<file path="src/rtl/pipe_adder.sv">
// Segmented pipelined adder with valid/ready flow control; one SEG-bit slice per stage.
// Define PIPE_ADDER_OVF_EN to add the signed-overflow output ovf.
module pipe_adder #(
    parameter int WIDTH  = 8,
    parameter int STAGES = 2
) (
    input  logic             clk,
    input  logic             rst_n,
    input  logic             in_valid,
    output logic             in_ready,
    input  logic [WIDTH-1:0] A,
    input  logic [WIDTH-1:0] B,
    input  logic             cin,
    output logic             out_valid,
    input  logic             out_ready,
    output logic [WIDTH-1:0] sum,
    output logic             cout
`ifdef PIPE_ADDER_OVF_EN
    ,
    output logic             ovf
`endif
);

    localparam int SEG = WIDTH / STAGES;

    logic advance;

    assign advance  = out_ready | ~out_valid;
    assign in_ready = advance;

    for (genvar k = 0; k < STAGES; k++) begin : g_stage
        // Operand bits below k*SEG are already consumed, so only the
        // remaining upper REM bits travel into this stage.
        localparam int REM = WIDTH - k * SEG;

        logic [REM-1:0]   a_in;
        logic [REM-1:0]   b_in;
        logic [WIDTH-1:0] s_in;
        logic             c_in;
        logic             v_in;
        logic [SEG:0]     seg;
        logic [WIDTH-1:0] s_nx;
        logic [WIDTH-1:0] s_r;
        logic             c_r;
        logic             v_r;

        if (k == 0) begin : g_src
            assign a_in = A;
            assign b_in = B;
            assign s_in = '0;
            assign c_in = cin;
            assign v_in = in_valid;
        end else begin : g_src
            assign a_in = g_stage[k-1].g_rest.a_r;
            assign b_in = g_stage[k-1].g_rest.b_r;
            assign s_in = g_stage[k-1].s_r;
            assign c_in = g_stage[k-1].c_r;
            assign v_in = g_stage[k-1].v_r;
        end

        assign seg = {1'b0, a_in[SEG-1:0]}
                   + {1'b0, b_in[SEG-1:0]}
                   + {{SEG{1'b0}}, c_in};

        always_comb begin
            s_nx = s_in;
            s_nx[k*SEG +: SEG] = seg[SEG-1:0];
        end

        always_ff @(posedge clk or negedge rst_n) begin
            if (!rst_n) begin
                s_r <= '0;
                c_r <= 1'b0;
                v_r <= 1'b0;
            end else if (advance) begin
                s_r <= s_nx;
                c_r <= seg[SEG];
                v_r <= v_in;
            end
        end

        if (k < STAGES - 1) begin : g_rest
            logic [REM-SEG-1:0] a_r;
            logic [REM-SEG-1:0] b_r;

            always_ff @(posedge clk or negedge rst_n) begin
                if (!rst_n) begin
                    a_r <= '0;
                    b_r <= '0;
                end else if (advance) begin
                    a_r <= a_in[REM-1:SEG];
                    b_r <= b_in[REM-1:SEG];
                end
            end
        end

`ifdef PIPE_ADDER_OVF_EN
        // The operand MSBs reach the last stage with the top segment.
        if (k == STAGES - 1) begin : g_sign
            logic sa_r;
            logic sb_r;

            always_ff @(posedge clk or negedge rst_n) begin
                if (!rst_n) begin
                    sa_r <= 1'b0;
                    sb_r <= 1'b0;
                end else if (advance) begin
                    sa_r <= a_in[REM-1];
                    sb_r <= b_in[REM-1];
                end
            end
        end
`endif
    end

    assign sum       = g_stage[STAGES-1].s_r;
    assign cout      = g_stage[STAGES-1].c_r;
    assign out_valid = g_stage[STAGES-1].v_r;

`ifdef PIPE_ADDER_OVF_EN
    assign ovf = (g_stage[STAGES-1].g_sign.sa_r == g_stage[STAGES-1].g_sign.sb_r)
              && (sum[WIDTH-1] != g_stage[STAGES-1].g_sign.sa_r);
`endif

endmodule

</file>
<file path="config.mk">
export PLATFORM = sky130hd
export DESIGN_NAME = pipe_adder
export DESIGN_NICKNAME = d
export VERILOG_FILES = /design/src/rtl/pipe_adder.sv
export SDC_FILE = /design/constraint.sdc
export NUM_CORES = 1
export LEC_CHECK = 0
export ABC_CLOCK_PERIOD_IN_PS = 2100
export CORE_MARGIN = 8
export CORE_UTILIZATION = 38
export DETAILED_ROUTE_END_ITERATION = 10
export GPL_ROUTABILITY_DRIVEN = 0
export PLACE_DENSITY = 0.75
export SLEW_MARGIN = 20
export SYNTH_ARGS = -nofsm -noshare
export SYNTH_HDL_FRONTEND = slang
export SYNTH_SLANG_ARGS = --single-unit
</file>
<file path="constraint.sdc">
create_clock -name clk -period 2.1 [get_ports clk]
set_clock_uncertainty 0.15 [all_clocks]
set_input_delay 0.21 -clock clk [delete_from_list [all_inputs] [get_ports clk]]
set_output_delay 0.21 -clock clk [all_outputs]
set_load 0.05 [all_outputs]
</file>
* Yosys cells after proc, flatten, opt, wreduce, memory -nomap -nowiden
Cells that the tools add are included.
Word-level totals: flip-flop bits (word level) 24, input bits 21, output and inout bits 11, logic and storage cells 14
Cells by class: add/sub/neg operators 4, bitwise gates (word level) 2
Operator list (number):
- adder 4 x 4 -> 5 bit | 2
- adder 5 x 1 -> 5 bit | 2
- inverter 1 bit | 1
- OR 1 bit | 1

* Longest topological paths before layout
Gate-level depths: netlist of the first run.
word-level depth 2, gate-level depth with buffers 6, gate-level depth less buffers 6

* Worst setup path after synthesis of the first run
Ideal clock, no wire load.
kind register to register, start point register g_stage[0].c_r, end point register g_stage[1].s_r[5], in the netlist sum[5], library setup time 73 ps, data arrival time 1399 ps, data required time 1877 ps, setup slack 478 ps, cell stages (with the launch flop) 5, path buffers 0, clock period less this slack 1622 ps, path through dfrtp_1 fa_1 inv_1 fa_1 a21oi_2
On the way: cells in the longest elaborated chain, start to end 1
RTL lines:
- from (decl) | RTL line 44 | logic c_r;
- from (signal assigned) | RTL line 77 | c_r <= seg[SEG];
- adder 5 x 1 -> 5 bit | RTL line 63 | + {{SEG{1'b0}}, c_in};
- to (signal assigned) | RTL line 76 | s_r <= s_nx;
- to (decl) | RTL line 43 | logic [WIDTH-1:0] s_r;
Every way passes these cells. A chain may end at the register's enable or synchronous reset.

* Worst setup path after layout of the first run
start point register g_stage[1].s_r[2], in the netlist sum[2], end point output sum[2]
RTL lines:
- to (decl) | RTL line 16 | output logic [WIDTH-1:0] sum,
No word-level cell between the ends.

==> results.cfg, run 1 <==
[floorplan]
die_w_um = 72.02
row_count = 20
die_y_um = 72.02
start_util_pct = 39.38
dieArea_sq_um = 5186
ioPinCount = 32
core_sq_um = 3028

[sta]
setup_viol = 0
tightest_slew_ns = 0.5054
hold_violations = 0
setup_tns_ns = 0
max_freq_mhz = 533.8
period_share_pct = 89.21
maxSlewHeadroom_pct = 66.20
fin_crit_ns = 1.873
grt_setup_unrepaired = false
slew_viol_final = 0

[power_and_ir_drop]
power.internal_w = 0.001004
clockPowerShare_pct = 20.8
pwr-share-comb_pct = 40.7
switching_share_pct = 37.90
seqPwrFrac_pct = 38.5
max-vdd-ir-drop_mv = 0.3764
p_per_area_nw_per_um2 = 1023
leakage_nw = 0.7661
net-switching-power_w = 0.0006130

[worst_setup_path]
crit_chain = clkdlybuf4s50_1
crit_family = buffers and inverters
cp_data_arrival_time_ns = 1.51
cpPeakStageDelay_ns = 0.81
critPathBufInv = 1
endpoint_kind = primary output
worstSetupPathType = reg2out
slowest_stage = clkdlybuf4s50_1
cp.required_ns = 1.74
reg2reg_setup_slack_ns = 0.38
worstPathMaxFanout = 2
crit_path_start_kind = flop

[synthesis]
synth_cell_types = 19
yosysSeqAreaShare_pct = 50.37
synthCells = 122
syn_nets = 153
synthesis.area_sq_um = 1192
synth-seq-cells = 24
syn-mean-instance-area_sq_um = 9.774
yosysWarnings = 0

[cells_and_area]
syn_to_final_growth_pct = 32.63
regArea_sq_um = 600.6
multi_input_area_sq_um = 514.2
fillers = 284
fin_nets = 187
n_antenna_cell = 0
drive_gt1_share_pct = 9.677
fin_cells = 199

[clock_tree]
path_clk_slew_ns = 0.14
clockBufferDepth = 2
h-tree-depth = 1
ctsHoldBuffers = 0
postCtsSetupRepairBufs = 0
insertion_delay_ns = 0.33
numCtsBuffers = 3
cts_tree = done
cts_sinks = 24
cts_root_buf = clkbuf_4
cts_resized = 0

[global_routing]
antenna_found_initial = 0
grtUsageTotal_pct = 9.554
grt_max_degree = 28
grt_overflow = 0
grt_pass1_vias = 921
grt_pass1_wl_mm = 3.898

[route]
detail_route.wl_per_cell_um = 12.03
first_pass_iters = 4
route.vias.total = 896
post_drt_via_cell_ratio = 4.503
dr.first_iter.drc_count = 21
drc = 0
ant_nets = 0
drt_wl_total_mm = 2.393

[placed_design]
portBuffers = 31
place.detailed.hpwl_mm = 1.864
dp.cells = 195

[run]
maxCapViolCount = 0

[status]
status = complete, no violations

[worst_hold_path]
hold_path.class = in2async
## worst paths after layout
| kind | startpoint | endpoint | cells past startpoint |
|---|---|---|---|
| setup / recovery | sum[2] | sum[2] | 1 |
| hold / removal | rst_n | g_stage[0].s_r[3] | 2 |
| setup reg to reg | g_stage[0].c_r | cout | 6 |
| hold reg to reg | g_stage[0].v_r | g_stage[0].v_r | 2 |
| max in group asynchronous | rst_n | g_stage[0].g_rest.a_r[2] | 2 |
| min in group clk | in_valid | g_stage[0].v_r | 3 |
## layout by cell type, fill, tap and decap left out
cell	n
a21o_1	2
a21oi_1	2
a21oi_2	4
buf_4	3
bufinv_16	1
clkbuf_4	3
clkdlybuf4s50_1	30
dfrtp_1	24
fa_1	4
ha_1	6
inv_1	8
inv_4	1
nand2_1	45
nand2b_1	1
nor2_1	6
nor2b_1	2
nor2b_4	1
o21ai_0	6
o21ai_1	2
o21ai_2	2
xor2_1	2
## metrics by stage
stage          total power, W  worst slack [ns]  area (sq um)  util, %  hold WS [ns]
6_report             0.001617            0.2266          1582    52.23       0.06659
4_1_cts              0.001637            0.1996          1582    52.23       0.06884
5_1_grt              0.001702            0.1665          1582    52.23       0.09064
2_1_floorplan        0.001074            0.4779          1192        -       -0.2356
3_5_place_dp         0.001299            0.1310          1529    50.50        0.2983
3_3_place_gp         0.001279            0.1946          1529    50.50        0.2910
## cells by family after synthesis
logic type	share of synthesized area (%)
simple gates	18.78
flops	50.37
compound gates	9.863
buf+inv	6.506
fa+ha+maj	13.01
xor+xnor	1.469
## state kept, by name, indices dropped and copies added, names as in the netlist
name and cells:
g_stage.c_r 1, g_stage.s_r 4, g_stage.g_rest.a_r 4, sum 8, cout 1, g_stage.v_r 1, out_valid 1, g_stage.g_rest.b_r 4
## metal layers
layer,part of all wire [%],GRT usage [%],vias up
met1,40,9.189,408
met5,0,0,-
met4,2.0,6.803,0
met2,52,17.81,37
li1,-,-,447
met3,6.2,1.791,4
## layout make-up
type / instances / area share (%)
Clock buffer: 3 / 1.424
Clock inverter: 1 / 1.899
Inverter: 9 / 2.294
Multi-Input combinational cell: 85 / 32.52
Sequential cell: 24 / 37.97
Tap cell: 44 / 3.481
Timing Repair Buffer: 33 / 20.41
## cells in the mapped netlist
cell      count  area share [%]
nor2b_4       1             1.2
nand2b_1      1            0.52
inv_4         1            0.52
buf_6         3             2.8
a21o_1        2             1.3
xor2_1        2             1.5
o21ai_1       2            0.84
dfrtp_1      24              50
o21ai_0       6             2.5
a21oi_2       4             2.9
ha_1          6             6.3
buf_4         1            0.63
o21ai_2       2             1.5
a21oi_1       2            0.84
nand2_1      45              14
nor2b_1       2             1.0
inv_1         8             2.5
nor2_1        6             1.9
fa_1          4             6.7
## power groups by stage
stage / Clock, W / Sequential, W / Combinational, W
6_report: 0.000336 / 0.000623 / 0.000659
5_1_grt: 0.000360 / 0.000637 / 0.000705
4_1_cts: 0.000344 / 0.000625 / 0.000668
3_5_place_dp: 0 / 0.000634 / 0.000665
3_3_place_gp: 0 / 0.000629 / 0.000650
2_1_floorplan: 0 / 0.000849 / 0.000226
Power figures use the tool's default switching activity.
==> inputs of run 2 (changes only) <==
--- a/config.mk
+++ b/config.mk
@@ -8,10 +8,11 @@
 export ABC_CLOCK_PERIOD_IN_PS = 2100
 export CORE_MARGIN = 8
 export CORE_UTILIZATION = 38
+export CTS_CLUSTER_DIAMETER = 40
 export DETAILED_ROUTE_END_ITERATION = 10
 export GPL_ROUTABILITY_DRIVEN = 0
 export PLACE_DENSITY = 0.75
-export SLEW_MARGIN = 20
+export SLEW_MARGIN = 30
 export SYNTH_ARGS = -nofsm -noshare
 export SYNTH_HDL_FRONTEND = slang
 export SYNTH_SLANG_ARGS = --single-unit
==> results of run 2 <==
Final layout, timing and power as in run 1 (identical DEF).
